**src/rtl/MD_pkg.sv**
```systemverilog
// Shared MD packet widths used by the position ring blocks.
package MD_pkg;
  localparam int GLOBAL_CELL_ID_WIDTH    = 4;
  localparam int OFFSET_WIDTH            = 16;
  localparam int OFFSET_PKT_STRUCT_WIDTH = 3 * OFFSET_WIDTH;

  typedef struct packed {
    logic [OFFSET_WIDTH-1:0] x;
    logic [OFFSET_WIDTH-1:0] y;
    logic [OFFSET_WIDTH-1:0] z;
  } offset_pkt_t;
endpackage

```
**src/rtl/pos_cache_feeder_if.sv**
```systemverilog
// Control, position-cache and ring-injection signals of pos_cache_feeder.
interface pos_cache_feeder_if #(
  parameter int ADDR_WIDTH = 7
);
  logic                                         i_start;
  logic [ADDR_WIDTH:0]                          i_num_particles;
  logic [3*MD_pkg::GLOBAL_CELL_ID_WIDTH-1:0]    i_home_gcid;
  logic                                         o_rd_en;
  logic [ADDR_WIDTH-1:0]                        o_rd_addr;
  logic [MD_pkg::OFFSET_PKT_STRUCT_WIDTH-1:0]   i_rd_data;
  logic                                         i_dirty_feedback;
  logic [MD_pkg::OFFSET_PKT_STRUCT_WIDTH-1:0]   o_local_offset_pkt;
  logic [3*MD_pkg::GLOBAL_CELL_ID_WIDTH-1:0]    o_local_gcid;
  logic                                         o_local_valid;
  logic                                         o_local_dirty;
  logic                                         o_busy;
  logic                                         o_done;
  logic                                         o_protocol_err;

  modport master (
    input  i_start, i_num_particles, i_home_gcid, i_rd_data, i_dirty_feedback,
    output o_rd_en, o_rd_addr, o_local_offset_pkt, o_local_gcid,
    output o_local_valid, o_local_dirty, o_busy, o_done, o_protocol_err
  );

  modport slave (
    output i_start, i_num_particles, i_home_gcid, i_rd_data, i_dirty_feedback,
    input  o_rd_en, o_rd_addr, o_local_offset_pkt, o_local_gcid,
    input  o_local_valid, o_local_dirty, o_busy, o_done, o_protocol_err
  );
endinterface

```
**src/rtl/pos_cache_feeder.sv**
```systemverilog
// Streams home-cell particles from the position cache to the ring router, one at a time.
// First particle presented RD_LATENCY+2 cycles after start; a stalled router holds CUR/NXT and stops reads.
module pos_cache_feeder #(
  parameter int ADDR_WIDTH = 7,
  parameter int RD_LATENCY = 2
) (
  input  logic              clk,
  input  logic              rst,
  pos_cache_feeder_if.master bus
);
  localparam int CW = ADDR_WIDTH + 1;
  localparam int PW = MD_pkg::OFFSET_PKT_STRUCT_WIDTH;
  localparam int GW = 3 * MD_pkg::GLOBAL_CELL_ID_WIDTH;

  typedef enum logic [1:0] {IDLE, SCAN, FINISH} state_e;

  state_e                state_q, state_d;
  logic [CW-1:0]         count_q, count_d;
  logic [CW-1:0]         issued_q, issued_d;
  logic [ADDR_WIDTH-1:0] ptr_q, ptr_d;
  logic [GW-1:0]         gcid_q, gcid_d;
  logic                  cur_vld_q, cur_vld_d, nxt_vld_q, nxt_vld_d;
  logic [PW-1:0]         cur_dat_q, cur_dat_d, nxt_dat_q, nxt_dat_d;
  logic [RD_LATENCY-1:0] sr_q, sr_d;
  logic                  landed_q, landed_d;
  logic                  err_q, err_d;

  logic rd_en, capture, consume, inflight;

  always_ff @(posedge clk) begin
    if (rst) begin
      state_q   <= IDLE;
      count_q   <= '0;
      issued_q  <= '0;
      ptr_q     <= '0;
      gcid_q    <= '0;
      cur_vld_q <= 1'b0;
      nxt_vld_q <= 1'b0;
      cur_dat_q <= '0;
      nxt_dat_q <= '0;
      sr_q      <= '0;
      landed_q  <= 1'b0;
      err_q     <= 1'b0;
    end else begin
      state_q   <= state_d;
      count_q   <= count_d;
      issued_q  <= issued_d;
      ptr_q     <= ptr_d;
      gcid_q    <= gcid_d;
      cur_vld_q <= cur_vld_d;
      nxt_vld_q <= nxt_vld_d;
      cur_dat_q <= cur_dat_d;
      nxt_dat_q <= nxt_dat_d;
      sr_q      <= sr_d;
      landed_q  <= landed_d;
      err_q     <= err_d;
    end
  end

  always_comb begin
    state_d   = state_q;
    count_d   = count_q;
    issued_d  = issued_q;
    ptr_d     = ptr_q;
    gcid_d    = gcid_q;
    cur_vld_d = cur_vld_q;
    nxt_vld_d = nxt_vld_q;
    cur_dat_d = cur_dat_q;
    nxt_dat_d = nxt_dat_q;
    sr_d      = sr_q;

    capture  = sr_q[RD_LATENCY-1];
    consume  = bus.i_dirty_feedback & cur_vld_q;
    // The cycle after a capture also counts as busy so the issue decision sees settled slots.
    inflight = (|sr_q) | landed_q;
    rd_en    = (state_q == SCAN) && (issued_q < count_q) && !inflight && !nxt_vld_q;
    landed_d = capture;
    err_d    = err_q | (bus.i_dirty_feedback & ~cur_vld_q);

    sr_d[0] = rd_en;
    for (int i = 1; i < RD_LATENCY; i++) sr_d[i] = sr_q[i-1];

    if (consume) begin
      cur_vld_d = nxt_vld_q;
      cur_dat_d = nxt_dat_q;
      nxt_vld_d = 1'b0;
    end

    if (capture) begin
      if ((!cur_vld_q || consume) && !nxt_vld_q) begin
        cur_vld_d = 1'b1;
        cur_dat_d = bus.i_rd_data;
      end else begin
        nxt_vld_d = 1'b1;
        nxt_dat_d = bus.i_rd_data;
      end
    end

    if (rd_en) begin
      ptr_d    = ptr_q + ADDR_WIDTH'(1);
      issued_d = issued_q + CW'(1);
    end

    case (state_q)
      IDLE: begin
        if (bus.i_start) begin
          count_d   = bus.i_num_particles;
          gcid_d    = bus.i_home_gcid;
          ptr_d     = '0;
          issued_d  = '0;
          cur_vld_d = 1'b0;
          nxt_vld_d = 1'b0;
          sr_d      = '0;
          landed_d  = 1'b0;
          state_d   = (bus.i_num_particles == '0) ? FINISH : SCAN;
        end
      end
      SCAN: begin
        if ((issued_q == count_q) && !inflight && !cur_vld_q && !nxt_vld_q
            && !bus.i_dirty_feedback)
          state_d = FINISH;
      end
      FINISH:  state_d = IDLE;
      default: state_d = IDLE;
    endcase
  end

  assign bus.o_rd_en            = rd_en;
  assign bus.o_rd_addr          = ptr_q;
  assign bus.o_local_offset_pkt = cur_dat_q;
  assign bus.o_local_gcid       = gcid_q;
  assign bus.o_local_valid      = cur_vld_q;
  assign bus.o_local_dirty      = bus.i_dirty_feedback | ~cur_vld_q;
  assign bus.o_busy             = (state_q != IDLE);
  assign bus.o_done             = (state_q == FINISH);
  assign bus.o_protocol_err     = err_q;
endmodule

```
**src/flat_wrapper.sv**
```systemverilog
// flat-port wrapper written by rule: the top's interface ports become plain ports
module pos_cache_feeder_flat 
#(
  parameter int ADDR_WIDTH = 7,
  parameter int RD_LATENCY = 2
)
  (clk, rst, bus_i_start, bus_i_num_particles, bus_i_home_gcid, bus_i_rd_data, bus_i_dirty_feedback, bus_o_rd_en, bus_o_rd_addr, bus_o_local_offset_pkt, bus_o_local_gcid, bus_o_local_valid, bus_o_local_dirty, bus_o_busy, bus_o_done, bus_o_protocol_err);
  pos_cache_feeder_if #(.ADDR_WIDTH(ADDR_WIDTH)) bus_i ();
  input  logic clk;
  input  logic rst;
  input wire logic [$bits(bus_i.i_start)-1:0] bus_i_start;
  input wire logic [$bits(bus_i.i_num_particles)-1:0] bus_i_num_particles;
  input wire logic [$bits(bus_i.i_home_gcid)-1:0] bus_i_home_gcid;
  input wire logic [$bits(bus_i.i_rd_data)-1:0] bus_i_rd_data;
  input wire logic [$bits(bus_i.i_dirty_feedback)-1:0] bus_i_dirty_feedback;
  output wire logic [$bits(bus_i.o_rd_en)-1:0] bus_o_rd_en;
  output wire logic [$bits(bus_i.o_rd_addr)-1:0] bus_o_rd_addr;
  output wire logic [$bits(bus_i.o_local_offset_pkt)-1:0] bus_o_local_offset_pkt;
  output wire logic [$bits(bus_i.o_local_gcid)-1:0] bus_o_local_gcid;
  output wire logic [$bits(bus_i.o_local_valid)-1:0] bus_o_local_valid;
  output wire logic [$bits(bus_i.o_local_dirty)-1:0] bus_o_local_dirty;
  output wire logic [$bits(bus_i.o_busy)-1:0] bus_o_busy;
  output wire logic [$bits(bus_i.o_done)-1:0] bus_o_done;
  output wire logic [$bits(bus_i.o_protocol_err)-1:0] bus_o_protocol_err;
  assign bus_i.i_start = bus_i_start;
  assign bus_i.i_num_particles = bus_i_num_particles;
  assign bus_i.i_home_gcid = bus_i_home_gcid;
  assign bus_i.i_rd_data = bus_i_rd_data;
  assign bus_i.i_dirty_feedback = bus_i_dirty_feedback;
  assign bus_o_rd_en = bus_i.o_rd_en;
  assign bus_o_rd_addr = bus_i.o_rd_addr;
  assign bus_o_local_offset_pkt = bus_i.o_local_offset_pkt;
  assign bus_o_local_gcid = bus_i.o_local_gcid;
  assign bus_o_local_valid = bus_i.o_local_valid;
  assign bus_o_local_dirty = bus_i.o_local_dirty;
  assign bus_o_busy = bus_i.o_busy;
  assign bus_o_done = bus_i.o_done;
  assign bus_o_protocol_err = bus_i.o_protocol_err;
  pos_cache_feeder #(.ADDR_WIDTH(ADDR_WIDTH), .RD_LATENCY(RD_LATENCY)) u_core (.clk(clk), .rst(rst), .bus(bus_i));
endmodule
```
**config.mk**
```make
export PLATFORM = sky130hd
export DESIGN_NAME = pos_cache_feeder_flat
export DESIGN_NICKNAME = d
export VERILOG_FILES = /design/src/rtl/MD_pkg.sv /design/src/rtl/pos_cache_feeder_if.sv /design/src/rtl/pos_cache_feeder.sv /design/src/flat_wrapper.sv
export SDC_FILE = /design/constraint.sdc
export NUM_CORES = 1
export LEC_CHECK = 0
export BUFFER_PORTS_ARGS = -buffer_cell sky130_fd_sc_hd__clkbuf_2
export CORE_ASPECT_RATIO = 0.6
export CORE_UTILIZATION = 48
export DETAILED_ROUTE_END_ITERATION = 16
export PLACE_DENSITY = 0.75
export SLEW_MARGIN = 20
export SYNTH_ARGS = -nofsm -noshare
export SYNTH_HDL_FRONTEND = slang
export SYNTH_SLANG_ARGS = --single-unit
```
**constraint.sdc**
```tcl
create_clock -name clk -period 2.2 [get_ports clk]
set_input_delay 0.11 -clock clk [delete_from_list [all_inputs] [get_ports clk]]
set_output_delay 0.11 -clock clk [all_outputs]
set_load 0.02 [all_outputs]
```
==> results.yml <==
floorplanning:
  io_pins: 145
  initial_utilization_pct: 49.8
  die_w_um: 142
  core_um2: 11400
  die_area_um2: 12300
  rows: 30
  fp.dieH_um: 86.3
sta:
  min_period_ns: 2.16
  rsz0062_at_grt: "yes"
  tns_ns: 0
  period_share_pct: 98.4
  worst_pin_slew_ns: 0.712
  maxSlewViolCount: 0
  timing.fmax_mhz: 462
  hold_viol: 0
  finClkSkew_ns: 0.0112
  relSlewSlack_pct: 52.5
  whs_ns: 0.0265
  finalSetupViolations: 0
synth:
  synth.most_common_cell: "nand2_1"
  yosys_warnings: 0
  syn-num-nets: 805
  synth-simple-area-share_pct: 26.2
  synthArstFlopShare_pct: 0
  synth_top_family_by_area: "simple AND/OR/NAND/NOR gates"
  synth-compound-area-share_pct: 17.9
  synth_xor_area_share_pct: 0
  synth_cells: 723
  avgSynthCellArea_um2: 7.86
  synthFlopType: "dfxtp_1"
  synth_top_area_share_pct: 49.0
  synth.area.mux_share_pct: 0
  netlist_top_cells_count: "192 x nand2_1, 139 x dfxtp_1, 87 x a21oi_1"
  synth_edf_count: 0
  netlist_top_cells_area: "dfxtp_1 49%, nand2_1 13%, a21oi_1 7.7%, a311oi_1 7.4%, nand3_1 5.0%"
  syn_area_um2: 5680
  post_synth_num_cell_types: 31
  ys_ff_latch: 139
  yosysSeqAreaShare_pct: 49.0
  synthAdderAreaFrac_pct: 2.20
  synth_largest_area_cell: "dfxtp_1"
cells_and_area:
  drive_gt1_share_pct: 24.4
  nets: 1005
  diodes: 0
  final_cells: 1096
  area_delta_synth_final_pct: 41.5
setup_path:
  cp_slowest_cell: "or4_4"
  crit_fanout: 6
  worstPathCellList: "inv_2 > ha_4 > a21o_1 > a2111oi_4 > buf_4 > nand2_4 > buf_6 > or4_4 > a21oi_2"
  cpPeakStageDelay_ns: 0.48
  r2r_setup_slack_ns: 0.04
  critical_path_arrival_ns: 2.51
  start_kind: "register"
  critical_path_class: "reg -> reg"
  cp.required_ns: 2.55
  critPathCaptureType: "register"
grt:
  grt_pass1_wl_um: 27500
  grt.total_usage_pct: 28.2
  antenna_found_initial: 0
  grt_pass1_vias: 5750
  grt_start_max_net_pins: 66
  overflow: 0
route:
  initialDrtViolationCount: 490
  ant_nets: 0
  drc: 0
  drtPass1Iterations: 5
  viasPerCell: 5.55
  avgRoutedWirePerCell_um: 15.8
  vias: 6086
  drt_wl_total_um: 17300
clock_network:
  clk_latency_ns: 0.41
  cts_inserted_buffers: 17
  cts_tree: "done"
  root_buffer: "clkbuf_16"
  cts.sinks: 139
  path_clk_slew_ns: 0.06
  cts_buffer_depth: 2
  htreeDepth: 4
power:
  pwr-share-comb_pct: 11.7
  p_total_mw: 6.25
  p_int_mw: 4.69
  netSwitchingFraction_pct: 24.9
  p_clk_share_pct: 46.4
  pwr-share-seq_pct: 41.9
  powerDensity_nw_per_um2: 777
  irDropWorstVdd_mv: 0.710
  p_sw_mw: 1.56
  p_leak_nw: 3.14
flow_run:
  maxCapViolCount: 0
place:
  io_buffer_count: 144
  gp_congestion: 0.862
  post-dp-hpwl_um: 10700
  place_inst: 985
run_status:
  status: "finished clean"
hold_path:
  hp-class: "in -> reg"
## worst max-delay path: cells and delay by family, from the launching register on
family	cells	cell delay [ns]
buf+inv	3	0.40
flops	1	0.34
fa+ha+maj	1	0.21
simple gates	2	0.56
compound gates	3	0.60
## power by group through the flow
stage	sequential [mW]	clock [mW]	combinational, mW
2_1_floorplan	2.71	0	0.266
3_3_place_gp	2.67	0	0.525
3_5_place_dp	2.67	0	0.542
4_1_cts	2.61	2.94	0.660
5_1_grt	2.62	3.07	0.779
6_report	2.62	2.90	0.729
## flip-flops by register name (all words and copies together), names as in the netlist
signal                         count
u_core.nxt_dat_q                  48
u_core.nxt_vld_q                   1
u_core.sr_q                        2
u_core.landed_q                    1
u_core.bus.o_local_gcid           12
u_core.state_q                     2
u_core.issued_q                    8
u_core.bus.o_protocol_err          1
u_core.bus.o_local_offset_pkt     48
u_core.bus.o_local_valid           1
u_core.bus.o_rd_addr               7
u_core.count_q                     8
## final timing paths
| kind | startpoint | to | cells past startpoint |
|---|---|---|---|
| worst max-delay path | u_core.count_q[6]$_SDFFE_PP0P_ | u_core.bus.o_rd_addr[6]$_SDFF_PP0_ | 9 |
| worst min-delay path | bus_i_start | u_core.state_q[1]$_SDFFE_PP0P_ | 3 |
| worst max register to register | u_core.count_q[6]$_SDFFE_PP0P_ | u_core.bus.o_rd_addr[6]$_SDFF_PP0_ | 9 |
| worst min register to register | u_core.nxt_dat_q[39]$_SDFFE_PP0P_ | u_core.nxt_dat_q[39]$_SDFFE_PP0P_ | 2 |
## logic make-up after synthesis
group / count (synthesis)
buffers and inverters: 71
DFF: 139
adders and majority gates: 10
AOI/OAI and AO/OA: 157
and+or+nand+nor: 346
## layout by cell type (no fill, tap or decap), types with 3 or more instances in the layout
cell,instances
nand2_1,190
clkinv_4,5
nor4_1,3
dfxtp_2,8
or3_1,3
inv_1,11
nor2b_1,3
o211ai_1,4
a21oi_2,3
nand3_1,57
dlygate4sd3_1,68
buf_4,23
o21ai_0,7
a21oi_1,84
or4_1,6
dfxtp_1,131
clkbuf_16,18
and2_1,4
nor2_1,57
a311oi_1,48
o31ai_1,5
ha_1,8
buf_12,4
nand4_1,9
clkbuf_2,142
bufinv_16,3
## stage by stage
stage               area, um^2  util [%]  setup slack [ns]
floorplan                 5680         -            0.0497
global placement          6600      57.8            0.0600
detailed placement        6600      57.8           -0.0597
CTS                       7940      69.6           -0.0267
global route              8040      70.5           -0.0262
finish                    8040      70.5            0.0356
## area by class of cell
class                   instances  area, um^2
multi-input cells             514        2720
well taps                     160         200
inverters                      12        45.0
fillers                       866        3370
repair buffers                239        1680
flip-flops and latches        139        2790
clock buffers                  19         433
clock inverters                13         169
## metal layers
metal  track usage (%)  routed length, um  vias up
met3              6.57               1310       31
met1              36.9               7680     2861
met5                 0                  0        -
met4              9.97                301        0
met2              45.7               8030      276
li1                  -                  -     2918
## timing repair
action,in CTS,in global routing
endpoints found under the hold margin,106,0
hold buffers,68,0
gates cloned,1,1
pin swaps,6,6
setup endpoints to repair,7,11
buffers inserted,5,4
gates resized for setup,4,15
Power figures use the tool's default switching activity.
